--- config.mk ---
export PLATFORM = sky130hd
export DESIGN_NAME = fetch_stage
export DESIGN_NICKNAME = d
export VERILOG_FILES = /design/src/rtl/core_pkg.sv /design/src/rtl/fetch_stage_if_id_reg.sv /design/src/rtl/fetch_stage.sv
export SDC_FILE = /design/constraint.sdc
export NUM_CORES = 1
export LEC_CHECK = 0
export BUFFER_PORTS_ARGS = -buffer_cell sky130_fd_sc_hd__buf_2
export CORE_MARGIN = 4
export CORE_UTILIZATION = 30
export CTS_CLUSTER_SIZE = 24
export DETAILED_ROUTE_END_ITERATION = 10
export SYNTH_ARGS = -nofsm -noshare
export SYNTH_HDL_FRONTEND = slang
export SYNTH_SLANG_ARGS = --single-unit
--- constraint.sdc ---
create_clock -name clk -period 2.8 [get_ports clk]
set_clock_uncertainty 0.2 [all_clocks]
set_input_delay 0.28 -clock clk [delete_from_list [all_inputs] [get_ports clk]]
set_output_delay 0.28 -clock clk [all_outputs]
set_load 0.05 [all_outputs]
--- src/rtl/core_pkg.sv ---
// ---------------------------------------------------------------------------
// core_pkg
// Shared definitions for the RV32I pipeline front end.
//   XLEN          : datapath / PC width
//   NOP_INSTR     : bubble encoding (addi x0,x0,0)
//   RESET_PC      : default PC after reset
//   fetch_state_e : instruction-fetch FSM states
// ---------------------------------------------------------------------------
package core_pkg;

    localparam int          XLEN      = 32;
    localparam logic [31:0] NOP_INSTR = 32'h0000_0013;
    localparam logic [31:0] RESET_PC  = 32'h0000_0000;

    // REQ  : request presented on the instruction-memory port
    // WAIT : request accepted, waiting for the response
    // FULL : response captured in the local buffer, waiting for decode
    typedef enum logic [1:0] {
        FETCH_REQ  = 2'd0,
        FETCH_WAIT = 2'd1,
        FETCH_FULL = 2'd2
    } fetch_state_e;

endpackage

--- src/rtl/fetch_stage_if_id_reg.sv ---
// ---------------------------------------------------------------------------
// if_id_reg
// IF/ID pipeline register carrying the fetched instruction to decode.
// Ports:
//   clk, rst_n      : clock, synchronous active-low reset
//   stall_i         : hold every output (wins over flush_i)
//   flush_i         : load a bubble
//   load_i          : load instr_i / pc_i / pc_plus4_i as a valid instruction
//   instr_i, pc_i, pc_plus4_i : incoming instruction and its PCs
//   instr_o, pc_o, pc_plus4_o, valid_o : registered decode-stage values
// When neither stalled, flushed nor loaded, a bubble is inserted. Bubbles
// leave the PC fields untouched since decode ignores them when valid_o=0.
// ---------------------------------------------------------------------------
module if_id_reg #(
    parameter int          XLEN      = core_pkg::XLEN,
    parameter logic [31:0] NOP_INSTR = core_pkg::NOP_INSTR
) (
    input  logic            clk,
    input  logic            rst_n,
    input  logic            stall_i,
    input  logic            flush_i,
    input  logic            load_i,
    input  logic [31:0]     instr_i,
    input  logic [XLEN-1:0] pc_i,
    input  logic [XLEN-1:0] pc_plus4_i,
    output logic [31:0]     instr_o,
    output logic [XLEN-1:0] pc_o,
    output logic [XLEN-1:0] pc_plus4_o,
    output logic            valid_o
);

    logic [31:0]     instr_q;
    logic [31:0]     instr_d;
    logic [XLEN-1:0] pc_q;
    logic [XLEN-1:0] pc_d;
    logic [XLEN-1:0] pc_plus4_q;
    logic [XLEN-1:0] pc_plus4_d;
    logic            valid_q;
    logic            valid_d;

    always_comb begin
        instr_d    = instr_q;
        pc_d       = pc_q;
        pc_plus4_d = pc_plus4_q;
        valid_d    = valid_q;
        if (stall_i) begin
            // hold everything
        end else if (flush_i || !load_i) begin
            instr_d = NOP_INSTR;
            valid_d = 1'b0;
        end else begin
            instr_d    = instr_i;
            pc_d       = pc_i;
            pc_plus4_d = pc_plus4_i;
            valid_d    = 1'b1;
        end
    end

    always_ff @(posedge clk) begin
        if (!rst_n) begin
            instr_q    <= NOP_INSTR;
            pc_q       <= '0;
            pc_plus4_q <= '0;
            valid_q    <= 1'b0;
        end else begin
            instr_q    <= instr_d;
            pc_q       <= pc_d;
            pc_plus4_q <= pc_plus4_d;
            valid_q    <= valid_d;
        end
    end

    assign instr_o    = instr_q;
    assign pc_o       = pc_q;
    assign pc_plus4_o = pc_plus4_q;
    assign valid_o    = valid_q;

endmodule

--- src/rtl/fetch_stage.sv ---
// ---------------------------------------------------------------------------
// fetch_stage
// Instruction fetch + IF/ID register for the 5-stage RV32I core.
// Ports:
//   clk, rst_n           : clock, synchronous active-low reset
//   StallF, StallD       : hold PCF / hold IF/ID
//   FlushD               : load a bubble into IF/ID
//   PCSrcE, PCTargetE    : redirect from execute
//   imem_req, imem_addr  : request to instruction memory (word aligned)
//   imem_ready           : memory accepts the request this cycle
//   imem_rvalid, imem_rdata : response from instruction memory
//   InstrD, PCD, PCPlus4D, ValidD : decode-stage outputs
// One request at most is outstanding. A response belonging to a request
// issued before a redirect is dropped using the discard flag.
// ---------------------------------------------------------------------------
module fetch_stage #(
    parameter int          XLEN      = core_pkg::XLEN,
    parameter logic [31:0] RESET_PC  = core_pkg::RESET_PC,
    parameter logic [31:0] NOP_INSTR = core_pkg::NOP_INSTR
) (
    input  logic            clk,
    input  logic            rst_n,
    input  logic            StallF,
    input  logic            StallD,
    input  logic            FlushD,
    input  logic            PCSrcE,
    input  logic [XLEN-1:0] PCTargetE,
    output logic            imem_req,
    output logic [XLEN-1:0] imem_addr,
    input  logic            imem_ready,
    input  logic            imem_rvalid,
    input  logic [31:0]     imem_rdata,
    output logic [31:0]     InstrD,
    output logic [XLEN-1:0] PCD,
    output logic [XLEN-1:0] PCPlus4D,
    output logic            ValidD
);

    import core_pkg::fetch_state_e;
    import core_pkg::FETCH_REQ;
    import core_pkg::FETCH_WAIT;
    import core_pkg::FETCH_FULL;

    localparam logic [XLEN-1:0] PC_STEP    = XLEN'(4);
    localparam logic [XLEN-1:0] ALIGN_MASK = ~XLEN'(3);

    fetch_state_e    state_q;
    fetch_state_e    state_d;
    logic [XLEN-1:0] pcf_q;
    logic [XLEN-1:0] pcf_d;
    logic            discard_q;
    logic            discard_d;
    logic [31:0]     buf_instr_q;
    logic [31:0]     buf_instr_d;

    logic            avail;
    logic            transfer;
    logic [31:0]     src_instr;
    logic [XLEN-1:0] pcf_plus4;

    // An instruction is available either from the buffer or straight from a
    // response that is not being discarded.
    assign avail     = (state_q == FETCH_FULL) ||
                       ((state_q == FETCH_WAIT) && imem_rvalid && !discard_q);
    assign src_instr = (state_q == FETCH_FULL) ? buf_instr_q : imem_rdata;
    assign pcf_plus4 = pcf_q + PC_STEP;

    // The available instruction is consumed whenever decode is not stalled
    // and no redirect is under way. A flush consumes it too (decode receives
    // a bubble instead), so a flushed instruction is never re-presented.
    assign transfer  = avail && !PCSrcE && !StallD;

    // ------------------------------------------------------------------
    // State register (FSM, PC, buffer)
    // ------------------------------------------------------------------
    always_ff @(posedge clk) begin
        if (!rst_n) begin
            state_q     <= FETCH_REQ;
            pcf_q       <= RESET_PC;
            discard_q   <= 1'b0;
            buf_instr_q <= NOP_INSTR;
        end else begin
            state_q     <= state_d;
            pcf_q       <= pcf_d;
            discard_q   <= discard_d;
            buf_instr_q <= buf_instr_d;
        end
    end

    // ------------------------------------------------------------------
    // Next-state logic
    // ------------------------------------------------------------------
    always_comb begin
        state_d     = state_q;
        discard_d   = discard_q;
        buf_instr_d = buf_instr_q;
        case (state_q)
            FETCH_REQ: begin
                // A redirect coinciding with acceptance still leaves the old
                // request in flight, so its response must be discarded.
                if (imem_ready) begin
                    state_d   = FETCH_WAIT;
                    discard_d = PCSrcE;
                end
            end
            FETCH_WAIT: begin
                if (imem_rvalid) begin
                    state_d   = FETCH_REQ;
                    discard_d = 1'b0;
                    // Only a decode stall leaves a good response unconsumed.
                    if (!discard_q && !PCSrcE && !transfer) begin
                        state_d     = FETCH_FULL;
                        buf_instr_d = imem_rdata;
                    end
                end else if (PCSrcE) begin
                    discard_d = 1'b1;
                end
            end
            FETCH_FULL: begin
                if (PCSrcE || transfer) begin
                    state_d = FETCH_REQ;
                end
            end
            default: begin
                state_d = FETCH_REQ;
            end
        endcase
    end

    // PC: redirect beats everything (including StallF); otherwise advance
    // only when the current instruction leaves the fetch stage.
    always_comb begin
        pcf_d = pcf_q;
        if (PCSrcE) begin
            pcf_d = PCTargetE & ALIGN_MASK;
        end else if (transfer && !StallF) begin
            pcf_d = pcf_plus4;
        end
    end

    // ------------------------------------------------------------------
    // Output logic
    // ------------------------------------------------------------------
    always_comb begin
        imem_req  = rst_n && (state_q == FETCH_REQ);
        imem_addr = pcf_q;
    end

    if_id_reg #(
        .XLEN      (XLEN),
        .NOP_INSTR (NOP_INSTR)
    ) u_if_id_reg (
        .clk        (clk),
        .rst_n      (rst_n),
        .stall_i    (StallD),
        .flush_i    (FlushD),
        .load_i     (transfer),
        .instr_i    (src_instr),
        .pc_i       (pcf_q),
        .pc_plus4_i (pcf_plus4),
        .instr_o    (InstrD),
        .pc_o       (PCD),
        .pc_plus4_o (PCPlus4D),
        .valid_o    (ValidD)
    );

endmodule

Yosys cells after proc, flatten, opt, wreduce, memory -nomap -nowiden. Index checks and enable logic that the tools add are counted.

$add $sub $neg: 1. Multiply operators: 0. Divide/modulo/power cells: 0. Magnitude comparators: 0. Equality and inequality tests: 6. Shifts and indexed selects: 0. Mux-type cells: 14. Bitwise gates (word level): 3. Reduce and logical (&&, ||, !) cells: 24.

Operators with widths (count): $mux W32 (4); $add A32 B3 Y32 const B (1); $reduce_and A3 Y1 (3); $logic_and A1 B1 Y1 (8); $mux W2 (4); $pmux W2 S3 (1); $logic_not A1 Y1 (5); $mux W1 (4); $ne A2 B2 Y1 const B (2); $reduce_bool A2 Y1 (2); $logic_or A1 B1 Y1 (3); $ne A3 B3 Y1 const B (1); $not A1 Y1 (3); $eq A2 B1 Y1 const B (1); $eq A2 B2 Y1 const B (1); $logic_not A2 Y1 (1); $ne A2 B1 Y1 const B (1); $pmux W1 S2 (1); $reduce_and A2 Y1 (1); $reduce_or A2 Y1 (1).

Bits in registers: 164. Bits in latches: 0. Bits in writable memories: 0. Bits in read-only memories: 0. Input port bits: 72. Output and inout bits: 130. Word-level logic and storage cells: 57. Memories kept: 0.

Logic depth before layout (Yosys ltp).
Word-level depth: 11. Mapped depth: 8. Depth with buffers taken out: 6.

Hierarchy. From an unflattened synthesis, not the netlist that was laid out.

Cells, all modules: 959. Area, all modules: 7836.3 µm².

Modules (own cells, without submodules): if_id_reg (times used 1, cells an instance 426, area each 4057.6 µm², sequential area each 1941.9 µm²); fetch_stage (times used 1, cells an instance 533, area each 3778.6 µm², sequential area each 1301.2 µm²).

Worst setup path before layout. Ideal clock, no wire load.

Path kind: register to register. From: reg pcf_q[2] (netlist: imem_addr[2]). To: reg pcf_q[28] (netlist: imem_addr[28]). Setup time: 0.122 ns. Arrival time: 2.070 ns. Required time: 2.478 ns. Slack: 0.408 ns. Stages on the path, launching flop included: 7. Buffers on the path: 0. Period minus slack after synthesis: 2.392 ns. Path through: dfxtp_1 > ha_1 > and4_1 > and2b_1 > nand4_1 > o21a_1 > o311a_1.

Word-level cells in the longest chain between the ends: 3.

RTL lines: start, declared (RTL line fetch_stage.sv:49) `logic [XLEN-1:0] pcf_q;`; start signal, assigned (RTL line fetch_stage.sv:84) `pcf_q <= pcf_d;`; $add A32 B3 Y32 (RTL line fetch_stage.sv:66) `assign pcf_plus4 = pcf_q + PC_STEP;`; $mux W32 (RTL line fetch_stage.sv:136) `end else if (transfer && !StallF) begin`; $mux W32 (RTL line fetch_stage.sv:134) `if (PCSrcE) begin`.

Every way passes these cells. The select of a mux whose other input is x is not followed. A chain may end at the register's enable or synchronous reset.

Worst setup path after layout. Same ends and word-level chain as after synthesis.

==> results.py <==
metrics = {
    "worst_setup_path": {
        "cp_cell_sequence": "ha_1 -> and4_1 -> and2b_1 -> nand4_1 -> o21a_1 -> o311a_1",
        "r2r_slack_ns": 0.48,
        "start_kind": "flip-flop",
        "criticalPathCategory": "flip-flop to flip-flop",
        "crit_path_max_fanout": 7,
        "max_stage_delay_ns": 0.47,
        "r2r-start": "imem_addr[2]",
        "critPathSlowestCell": "dfxtp_1",
        "rr_worst_depth": 6,
        "cp-end-kind": "flip-flop",
        "timing.rr.end": "imem_addr[28]",
        "crit_required_ns": 2.90,
        "critPathArrivalTime_ns": 2.43,
    },
    "sta": {
        "fin_setup_tns_ns": 0,
        "period_share_pct": 82.9,
        "finalCriticalPeriod_ns": 2.32,
        "final_max_slew_viol_count": 0,
        "setup_violations": 0,
        "rsz0062_at_grt": "false",
        "worstMarginPinSlew_ns": 0.533,
        "max_freq_ghz": 0.431,
        "hold_viol": 0,
        "max-slew-margin-rel_pct": 64.5,
    },
    "layout": {
        "area_growth_pct": 35.4,
        "num-fill-cells": 2313,
        "drive_gt1_share_pct": 22.9,
        "nets": 1193,
    },
    "cts": {
        "clock-root-buffer": "clkbuf_16",
        "clkSlewWorstSetupHoldPaths_ns": 0.06,
        "clock_path_buffers": 2,
        "cts_setup_buffers": 0,
        "htreeDepth": 4,
        "cts.sinks": 158,
        "cts_tree": "done",
        "numCtsBuffers": 17,
        "clock_latency_ns": 0.42,
    },
    "worst_hold_path": {
        "min_from": "PCTargetE[25]",
        "whs_endpoint": "imem_addr[25]",
        "hold_depth": 3,
        "hp-class": "input pin to flip-flop",
    },
    "drt": {
        "wirelength_um": 22500,
        "antenna_left": 0,
        "drt_iter0_markers": 363,
        "first_pass_iters": 6,
        "drc": 0,
        "vias": 6836,
        "wl_per_cell_um": 15.9,
        "via_per_inst": 4.82,
    },
    "synth": {
        "synth_cells": 895,
        "yosys_warnings": 0,
        "synth_top_area_share_pct": 46.0,
        "synthArstFlopShare_pct": 0,
        "synthDistinctLibCells": 46,
        "netlist_area_sq_um": 6880,
        "synth_area_leaders": "dfxtp_1 46%, a21oi_1 12%, nand2_1 11%",
        "synth-seq-area-share_pct": 46.0,
        "synth_edf_count": 0,
        "postSynthAreaPerCell_sq_um": 7.69,
        "synth_top_cell_by_area": "dfxtp_1",
        "ys_ff_latch": 158,
        "ys.flop_type": "dfxtp_1",
    },
    "power_and_ir_drop": {
        "power.switching_mw": 1.43,
        "combPwrFrac_pct": 10.9,
        "total_power_mw": 5.28,
        "switching_share_pct": 27.1,
        "p_leak_nw": 3.82,
        "ir_worst_vdd_mv": 0.411,
        "power_density_nw_per_um2": 566,
        "seq_power_share_pct": 44.9,
        "internal_power_mw": 3.85,
        "clockPowerShare_pct": 44.2,
    },
    "global_route": {
        "use_met2_pct": 28.3,
        "grt_pass1_vias": 6700,
        "overflow": 0,
        "grt_antenna_before_repair": 1,
        "grt_busiest_layer": "met2",
        "grt_start_max_net_pins": 88,
        "grt_first_pass_wirelength_um": 36900,
        "track_usage_pct": 17.7,
        "grt.met3_usage_pct": 5.57,
        "grt_util_met1_pct": 23.2,
    },
    "die": {
        "die_h_um": 159,
        "rows": 55,
        "die_area_sq_um": 25400,
        "num_io_pins": 202,
        "initial_utilization_pct": 30.5,
        "die_w_um": 159,
        "core-area_sq_um": 22600,
    },
    "outcome": {
        "status": "complete, no violations",
    },
    "run": {
        "cap_violations": 0,
    },
    "placed_design": {
        "gp_congestion": 0.793,
        "hpwlAfterDp_um": 14600,
        "numPortBuffers": 193,
    },
}
state kept, by name, summed over array words and instances (netlist names):
signal,flops
state_q,2
buf_instr_q,32
imem_addr,30
discard_q,1
u_if_id_reg.valid_o,1
u_if_id_reg.instr_o,32
u_if_id_reg.pc_plus4_o,30
u_if_id_reg.pc_o,30
per-layer routing:
layer,vias to the layer above,wire length (um),share of wire [%]
li1,3438,-,-
met1,3170,10400,46
met2,205,10300,46
met3,23,1550,6.9
met4,0,333,1.5
met5,-,0,0
cell type report:
cell class                 count  area (sq um)  area share [%]
tap                          285           357            3.83
clock buffer                  20           447            4.79
sequential                   158          3160            33.9
timing repair buffer         284          1850            19.9
antenna                        1          2.50          0.0269
inverter                       6          23.8           0.255
multi-input combinational    653          3340            35.8
clock inverter                12           135            1.45
cell usage in the layout (no fill, tap or decap), types with 21 or more instances in the layout:
cell type	count
dfxtp_1	158
buf_4	21
o21ai_0	49
a21oi_1	165
nand3_1	23
dlygate4sd3_1	67
nand2_1	208
xor2_1	34
nor2_1	66
buf_2	193
cell families (layout without fill, tap and decap cells):
logic type / after synthesis / in the layout / share of synthesized area (%)
AO/OA/AOI/OAI: 238 / 238 / 18.2
other: 1 / 7 / 0.0545
AND/OR/NAND/NOR: 354 / 354 / 22.9
flip-flops: 158 / 158 / 46.0
buffers and inverters: 89 / 322 / 5.89
XOR/XNOR: 53 / 53 / 6.74
adder cells (fa/ha/maj): 1 / 1 / 0.182
multiplexers: 1 / 1 / 0.145
worst max-delay path, delay by kind of cell, from the launching register on:
family          cells  cell delay, ns
compound gates      2            0.51
fa+ha+maj           1            0.22
flops               1            0.47
simple gates        3            0.82
through the flow:
step	worst slack, ns	hold slack [ns]	cells	cell area (sq um)	utilization, %
3_3_place_gp	0.552	0.240	1319	8060	35.7
3_5_place_dp	0.513	0.245	1319	8060	35.7
4_1_cts	0.476	0.0390	1418	9320	41.3
6_report	0.479	0.0601	1419	9320	41.3
5_1_grt	0.311	0.0648	1419	9320	41.3
2_1_floorplan	0.408	0.204	900	6900	-
power by group through the flow:
stage	sequential [mW]	combinational [mW]	clock (mW)
2_1_floorplan	2.52	0.230	0
3_3_place_gp	2.42	0.502	0
3_5_place_dp	2.42	0.502	0
4_1_cts	2.37	0.576	2.39
5_1_grt	2.37	0.624	2.49
6_report	2.37	0.575	2.33
how the worst max path moves through the flow:
| stage | startpoint | endpoint | slack (ns) | cells after the start |
|---|---|---|---|---|
| floorplan | imem_addr[2] | imem_addr[28] | 0.41 | 6 |
| global placement | imem_addr[2] | imem_addr[28] | 0.55 | 6 |
| detailed placement | imem_addr[2] | imem_addr[28] | 0.51 | 6 |
| CTS | imem_addr[2] | imem_addr[28] | 0.48 | 6 |
| global route | imem_addr[4] | imem_addr[19] | 0.31 | 6 |
| finish | imem_addr[2] | imem_addr[28] | 0.48 | 6 |
Yosys cell counts (2+ instances only):
library cell,instances
buf_4,9
nand2b_1,6
nand3_1,23
and4_1,2
and3_1,3
nor4_4,2
o21a_1,2
xnor2_1,19
nor3_1,6
clkbuf_1,42
nand4_1,19
nor4_1,4
o21ai_0,49
xor2_1,34
buf_2,28
nor3_2,2
and2_1,5
clkbuf_2,2
nand2_1,208
a21oi_1,165
a211oi_1,8
inv_1,6
o22ai_1,5
dfxtp_1,158
buf_1,2
nor2_1,66
timing repair:
item,4_1_cts,5_1_grt
hold endpoints to repair,65,0
gates resized for setup,0,0
hold buffers,67,0
Note: power is estimated with default switching activity, not from simulation.
